**config.mk**
```make
export PLATFORM = sky130hd
export DESIGN_NAME = multdiv_ctrl_flat
export DESIGN_NICKNAME = d
export VERILOG_FILES = /design/src/rtl/multdiv_if.sv /design/src/rtl/multdiv_ctrl.sv /design/src/flat_wrapper.sv
export SDC_FILE = /design/constraint.sdc
export NUM_CORES = 1
export LEC_CHECK = 0
export ABC_AREA = 1
export ABC_CLOCK_PERIOD_IN_PS = 3720
export CAP_MARGIN = 20
export CELL_PAD_IN_SITES_DETAIL_PLACEMENT = 2
export CELL_PAD_IN_SITES_GLOBAL_PLACEMENT = 2
export CORE_ASPECT_RATIO = 0.9
export CORE_MARGIN = 4
export CORE_UTILIZATION = 28
export DETAILED_ROUTE_END_ITERATION = 16
export PLACE_DENSITY_LB_ADDON = 0.25
export SLEW_MARGIN = 10
export SYNTH_ARGS = -nofsm -noshare
export SYNTH_HDL_FRONTEND = slang
export SYNTH_SLANG_ARGS = --single-unit
```
**constraint.sdc**
```tcl
create_clock -name clk -period 3.72 [get_ports clk]
set_input_delay 0.744 -clock clk [delete_from_list [all_inputs] [get_ports clk]]
set_output_delay 0.744 -clock clk [all_outputs]
set_load 0.1 [all_outputs]
```
**src/rtl/multdiv_if.sv**
```systemverilog
// Handshake bundle between the main control FSM, the mult/div units and the
// mult/div sequencer.
//   Requests  : mult_req, div_req, divisor_zero (from main control)
//   Unit done : mult_done, div_done (from multUnit/divUnit)
//   Controls  : multOP, divOP (unit start), MultDiv (HI/LO mux), HiLow (HI/LO we)
//   Status    : busy, done, div_zero_exc, timeout_err (to main control)
// Modports: ctrl = the sequencer, env = everything around it.
interface multdiv_if;
  logic mult_req;
  logic div_req;
  logic divisor_zero;
  logic mult_done;
  logic div_done;
  logic multOP;
  logic divOP;
  logic MultDiv;
  logic HiLow;
  logic busy;
  logic done;
  logic div_zero_exc;
  logic timeout_err;

  modport ctrl (
    input  mult_req, div_req, divisor_zero, mult_done, div_done,
    output multOP, divOP, MultDiv, HiLow, busy, done, div_zero_exc, timeout_err
  );

  modport env (
    output mult_req, div_req, divisor_zero, mult_done, div_done,
    input  multOP, divOP, MultDiv, HiLow, busy, done, div_zero_exc, timeout_err
  );
endinterface

```
**src/rtl/multdiv_ctrl.sv**
```systemverilog
// Sequencer for the shared multiply/divide resource of the multicycle datapath.
// Takes one-cycle requests in IDLE, pulses the unit start, waits (bounded by
// TIMEOUT cycles) for the unit, then pulses the HI/LO write with the mux held
// stable, and reports done / divide-by-zero / timeout.
// Ports:
//   clk    : system clock, rising edge
//   reset  : synchronous, active-high
//   md_bus : multdiv_if.ctrl handshake bundle (see multdiv_if.sv)
module multdiv_ctrl #(
  parameter  int TIMEOUT = 64,
  localparam int CW      = $clog2(TIMEOUT) + 1
) (
  input  logic         clk,
  input  logic         reset,
  multdiv_if.ctrl      md_bus
);

  typedef enum logic [3:0] {
    S_IDLE,
    S_M_START,
    S_M_WAIT,
    S_D_START,
    S_D_WAIT,
    S_WRITE,
    S_FIN,
    S_EXC,
    S_ERR
  } state_t;

  state_t          r_state;
  state_t          w_next;
  logic [CW-1:0]   r_cnt;
  logic            r_multdiv;

  logic            w_cnt_max;
  logic            w_unit_done;

  // Last WAIT cycle: the TIMEOUT-th cycle without a done aborts.
  assign w_cnt_max   = (r_cnt == CW'(TIMEOUT - 1));
  // Only the done of the unit actually being waited on counts.
  assign w_unit_done = ((r_state == S_M_WAIT) && md_bus.mult_done) ||
                       ((r_state == S_D_WAIT) && md_bus.div_done);

  always_ff @(posedge clk) begin
    if (reset) r_state <= S_IDLE;
    else       r_state <= w_next;
  end

  always_comb begin
    w_next = r_state;
    case (r_state)
      S_IDLE: begin
        // Multiply wins a tie; the losing divide is dropped.
        if (md_bus.mult_req)                               w_next = S_M_START;
        else if (md_bus.div_req && md_bus.divisor_zero)    w_next = S_EXC;
        else if (md_bus.div_req)                           w_next = S_D_START;
      end
      S_M_START: w_next = S_M_WAIT;
      S_D_START: w_next = S_D_WAIT;
      S_M_WAIT, S_D_WAIT: begin
        if (w_unit_done)    w_next = S_WRITE;
        else if (w_cnt_max) w_next = S_ERR;
      end
      S_WRITE:   w_next = S_FIN;
      S_FIN:     w_next = S_IDLE;
      S_EXC:     w_next = S_IDLE;
      S_ERR:     w_next = S_IDLE;
      default:   w_next = S_IDLE;
    endcase
  end

  // Wait counter: cleared on start, counts WAIT cycles, saturates at the
  // abort point so it can never wrap.
  always_ff @(posedge clk) begin
    if (reset) begin
      r_cnt <= '0;
    end else begin
      case (r_state)
        S_M_START, S_D_START: r_cnt <= '0;
        S_M_WAIT, S_D_WAIT: begin
          if (!w_unit_done && !w_cnt_max) r_cnt <= r_cnt + CW'(1);
        end
        default: r_cnt <= r_cnt;
      endcase
    end
  end

  // HI/LO source select is only touched on a unit start, so it holds through
  // WRITE and in IDLE.
  always_ff @(posedge clk) begin
    if (reset)                       r_multdiv <= 1'b0;
    else if (r_state == S_M_START)   r_multdiv <= 1'b0;
    else if (r_state == S_D_START)   r_multdiv <= 1'b1;
  end

  // Moore outputs, decoded from the state register only.
  assign md_bus.multOP       = (r_state == S_M_START);
  assign md_bus.divOP        = (r_state == S_D_START);
  assign md_bus.HiLow        = (r_state == S_WRITE);
  assign md_bus.done         = (r_state == S_FIN);
  assign md_bus.div_zero_exc = (r_state == S_EXC);
  assign md_bus.timeout_err  = (r_state == S_ERR);
  assign md_bus.busy         = (r_state != S_IDLE);
  assign md_bus.MultDiv      = r_multdiv;

endmodule

```
**src/flat_wrapper.sv**
```systemverilog
// flat-port wrapper written by rule: the top's interface ports become plain ports
module multdiv_ctrl_flat 
#(
  parameter  int TIMEOUT = 64,
  localparam int CW      = $clog2(TIMEOUT) + 1
)
  (clk, reset, md_bus_mult_req, md_bus_div_req, md_bus_divisor_zero, md_bus_mult_done, md_bus_div_done, md_bus_multOP, md_bus_divOP, md_bus_MultDiv, md_bus_HiLow, md_bus_busy, md_bus_done, md_bus_div_zero_exc, md_bus_timeout_err);
  multdiv_if md_bus_i ();
  input  logic clk;
  input  logic reset;
  input wire logic [$bits(md_bus_i.mult_req)-1:0] md_bus_mult_req;
  input wire logic [$bits(md_bus_i.div_req)-1:0] md_bus_div_req;
  input wire logic [$bits(md_bus_i.divisor_zero)-1:0] md_bus_divisor_zero;
  input wire logic [$bits(md_bus_i.mult_done)-1:0] md_bus_mult_done;
  input wire logic [$bits(md_bus_i.div_done)-1:0] md_bus_div_done;
  output wire logic [$bits(md_bus_i.multOP)-1:0] md_bus_multOP;
  output wire logic [$bits(md_bus_i.divOP)-1:0] md_bus_divOP;
  output wire logic [$bits(md_bus_i.MultDiv)-1:0] md_bus_MultDiv;
  output wire logic [$bits(md_bus_i.HiLow)-1:0] md_bus_HiLow;
  output wire logic [$bits(md_bus_i.busy)-1:0] md_bus_busy;
  output wire logic [$bits(md_bus_i.done)-1:0] md_bus_done;
  output wire logic [$bits(md_bus_i.div_zero_exc)-1:0] md_bus_div_zero_exc;
  output wire logic [$bits(md_bus_i.timeout_err)-1:0] md_bus_timeout_err;
  assign md_bus_i.mult_req = md_bus_mult_req;
  assign md_bus_i.div_req = md_bus_div_req;
  assign md_bus_i.divisor_zero = md_bus_divisor_zero;
  assign md_bus_i.mult_done = md_bus_mult_done;
  assign md_bus_i.div_done = md_bus_div_done;
  assign md_bus_multOP = md_bus_i.multOP;
  assign md_bus_divOP = md_bus_i.divOP;
  assign md_bus_MultDiv = md_bus_i.MultDiv;
  assign md_bus_HiLow = md_bus_i.HiLow;
  assign md_bus_busy = md_bus_i.busy;
  assign md_bus_done = md_bus_i.done;
  assign md_bus_div_zero_exc = md_bus_i.div_zero_exc;
  assign md_bus_timeout_err = md_bus_i.timeout_err;
  multdiv_ctrl #(.TIMEOUT(TIMEOUT)) u_core (.clk(clk), .reset(reset), .md_bus(md_bus_i));
endmodule
```
==> impl_metrics.toml <==
[run_status]
result_of_the_run = "complete, no violations"

[logic_synthesis]
synth-seq-area-share_pct = 31.6
yosysUniqueCellTypes = 23
most_frequently_used_cell_type_in_the_post_synthesis_netlist = "sky130_fd_sc_hd__nand2_1"
synth_largest_type_area_fraction_pct = 31.6
synth_enable_flop_cells = 0
synth.top_cells.by_area = "sky130_fd_sc_hd__dfxtp_1 (32%), sky130_fd_sc_hd__nand2_1 (12%), sky130_fd_sc_hd__nand3_1 (7.9%)"
synth_warnings = 0
asyncSetResetFlopFracSynth_pct = 0
syn_area_per_cell_sq_um = 6.62
synth_top_cells_by_count = "sky130_fd_sc_hd__nand2_1 (25), sky130_fd_sc_hd__inv_1 (15), sky130_fd_sc_hd__nor2_1 (14), sky130_fd_sc_hd__dfxtp_1 (12), sky130_fd_sc_hd__nand3_1 (12)"
synthesis.instances = 115
postSynthRegisterBits = 12
mappedNetlistArea_sq_um = 761
synth-main-ff-cell = "sky130_fd_sc_hd__dfxtp_1"
synth_nets = 123
netlist.top_cell.by_area = "sky130_fd_sc_hd__dfxtp_1"

[hold_path]
holdCritPathClass = "flip-flop to flip-flop"
min_to = "u_core.md_bus.MultDiv"
hold_path_startpoint = "u_core.md_bus.MultDiv"
hold_depth = 2

[drt]
detailedRoute.firstIterationViolations = 17
route.detailed.vias_per_inst = 5.11
drt-total-wl_mm = 2.54
route.detailed.drc = 0
drt.antenna.violating_nets = 0
drt-wirelength-per-cell_microns = 15.9
first_pass_iters = 4
dr_total_vias = 818

[die]
fp.dieW_microns = 62.9
floorplan.rows = 17
design.portCount = 15
die_ar_sq_mm = 0.00362
die_y_microns = 57.5
initial_util_pct = 30.1
core_footprint_sq_mm = 0.00253

[clocking]
postcts_setup_bufs = 0
clock_tree_from_tritoncts = "yes"
tritoncts.num_buffers = 3
cts.hold.buffers_added = 0
worstSkewPairLatency_ns = 0.28
clock_tree.htree_level_count = 1
clock_path_buffers = 2
cts.sink_count = 12
cts-root-buf = "sky130_fd_sc_hd__clkbuf_4"
cts_resized = 0
clk_transition_reported_paths_ns = 0.08

[setup_path]
rr_startpoint = "u_core.r_cnt[0]"
timing.rr.end = "u_core.r_state[1]"
type_of_element_launching_the_critical_path = "flip-flop"
r2r.worst_path.cells = 8
setup.worst_path.class = "flip-flop to output port"
critical_path.max_fanout = 5
critical_path.n_buffers_inverters = 1
slowest_stage = "sky130_fd_sc_hd__clkdlybuf4s50_1"
timing.critical_path.arrival_ns = 2.06
worst_reg_to_reg_setup_slack_ns = 2.17
cp-startpoint = "u_core.r_state[0]"
slowest_delay_ns = 1.14
critPathCaptureType = "output port"
critical_path.cell_chain = "nor2_2 > nand2_2 > clkdlybuf4s50_1"
cp_top_delay_family = "buffers and inverters"
worst-endpoint-required_ns = 2.98

[global_route]
global_route.overflow_total = 0
grt_pass1_vias = 928
maximum_number_of_pins_on_one_net_before_global_route_repair = 12
grt_pass1_wl_mm = 4.60
antenna_found_initial = 0
total_global_route_track_usage_pct = 16.2

[finish]
layout.nets = 141
antenna_cells_inserted = 0
utilization_pct = 37.7
drive_above_1_share_pct = 18.9
area_growth_synth_to_finish_pct = 25.3
finalInstanceArea_sq_um = 953

[placed_design]
io_buffer_count = 14
dpl_cell_area_sq_um = 917
post-dp-hpwl_mm = 1.98
gp_congestion = 0.773

[pwr]
netSwitchingPower_mw = 0.545
totalPowerFinal_mw = 0.915
pwr-share-seq_pct = 21.7
internal_power_mw = 0.369
p_sw_share_pct = 59.6
cellLeakagePower_nw = 0.413
power.combinational.fraction_pct = 66.5
ratio_of_total_power_to_cell_area_mw_per_mm2 = 959
max-vdd-ir-drop_mv = 0.511
clock_power_share_pct = 11.9

[sta]
final_max_slew_viol_count = 0
rsz_0062_raised_after_global_routing = "no"
post-route-period-util_pct = 75.5
worstMarginPinSlew_ns = 0.969
achievable-frequency_mhz = 356
layout_min_cycle_time_ns = 2.81
setup_viol = 0
final_tns_setup_ns = 0
final_hold_viol_count = 0
worst_clock_skew_ns = 0.00717
max_slew_margin_pct = 35.2

[flow_run]
cap_violations = 0
==> cell families after synthesis <==
logic type	after synthesis	share of synthesized area [%]
xor gates and xnor gates	2	2.30
buffers and inverters	18	8.88
adders and majority gates	1	1.64
AOI/OAI and AO/OA	11	8.55
DFF	12	31.6
and+or+nand+nor	71	47.0
==> state kept, by name, summed over array words and instances (netlist names) <==
register	count
u_core.r_state	4
u_core.md_bus.MultDiv	1
u_core.r_cnt	7
==> worst max-delay path by stage <==
| stage | endpoint | depth (start not counted) |
|---|---|---|
| 4_1_cts | md_bus_busy | 3 |
| 3_5_place_dp | md_bus_busy | 3 |
| 2_1_floorplan | md_bus_div_zero_exc | 4 |
| 5_1_grt | md_bus_busy | 3 |
| 6_report | md_bus_busy | 3 |
| 3_3_place_gp | md_bus_busy | 3 |
==> stage by stage <==
step	hold WS, ns	setup slack [ns]	cells
after floorplan	0.490	0.322	115
after global placement	0.479	1.25	156
after detailed placement	0.501	1.22	156
after CTS	0.516	0.898	160
after global routing	0.564	0.828	160
final	0.507	0.912	160
==> worst reg2reg max path, cell delays in order (launching register included) <==
cell and delay, ns:
sky130_fd_sc_hd__dfxtp_1 0.39, sky130_fd_sc_hd__ha_1 0.19, sky130_fd_sc_hd__nand2_1 0.09, sky130_fd_sc_hd__nor2_1 0.17, sky130_fd_sc_hd__nand2_1 0.13, sky130_fd_sc_hd__nand4_4 0.20
sky130_fd_sc_hd__nand2_2 0.11, sky130_fd_sc_hd__nand2_1 0.07, sky130_fd_sc_hd__a21oi_1 0.06
==> routing by layer <==
layer / track usage, % / vias up / wire length (microns)
met5: 0 / - / 0
met4: 3.14 / 0 / 21
met3: 4.13 / 4 / 77
met2: 27.4 / 11 / 1170
met1: 20.8 / 399 / 1270
li1: - / 404 / -
==> final cells by class <==
class / instances / area, sq um
multi-input combinational: 85 / 453
tap: 28 / 35.0
clock buffer: 4 / 36.3
sequential: 12 / 240
inverter: 17 / 63.8
timing repair buffer: 14 / 125
fill: 321 / 1580
==> power groups by stage <==
stage | registers [mW] | clock network [mW] | logic [mW]
6_report | 0.198 | 0.108 | 0.608
4_1_cts | 0.198 | 0.113 | 0.616
2_1_floorplan | 0.221 | 0 | 0.439
3_3_place_gp | 0.197 | 0 | 0.596
5_1_grt | 0.203 | 0.121 | 0.665
3_5_place_dp | 0.201 | 0 | 0.610
==> layout by cell type (no fill, tap or decap) <==
| cell | count |
|---|---|
| sky130_fd_sc_hd__or2_4 | 1 |
| sky130_fd_sc_hd__clkdlybuf4s50_1 | 8 |
| sky130_fd_sc_hd__o21ai_0 | 2 |
| sky130_fd_sc_hd__dfxtp_1 | 12 |
| sky130_fd_sc_hd__nand3b_1 | 1 |
| sky130_fd_sc_hd__inv_1 | 15 |
| sky130_fd_sc_hd__nor2_4 | 2 |
| sky130_fd_sc_hd__xor2_1 | 1 |
| sky130_fd_sc_hd__nor3_1 | 6 |
| sky130_fd_sc_hd__inv_2 | 2 |
| sky130_fd_sc_hd__o21bai_1 | 1 |
| sky130_fd_sc_hd__nand4_1 | 2 |
| sky130_fd_sc_hd__nor2_1 | 14 |
| sky130_fd_sc_hd__nand4_4 | 1 |
| sky130_fd_sc_hd__nand2_2 | 4 |
| sky130_fd_sc_hd__a21oi_2 | 2 |
| sky130_fd_sc_hd__clkbuf_8 | 1 |
| sky130_fd_sc_hd__nand3_1 | 12 |
| sky130_fd_sc_hd__buf_4 | 6 |
| sky130_fd_sc_hd__nand2_4 | 1 |
| sky130_fd_sc_hd__ha_1 | 1 |
| sky130_fd_sc_hd__nor2_2 | 2 |
| sky130_fd_sc_hd__clkbuf_4 | 3 |
| sky130_fd_sc_hd__a21oi_1 | 6 |
| sky130_fd_sc_hd__nand2_1 | 25 |
| sky130_fd_sc_hd__xnor2_1 | 1 |
(Power assumes the default switching activity.)
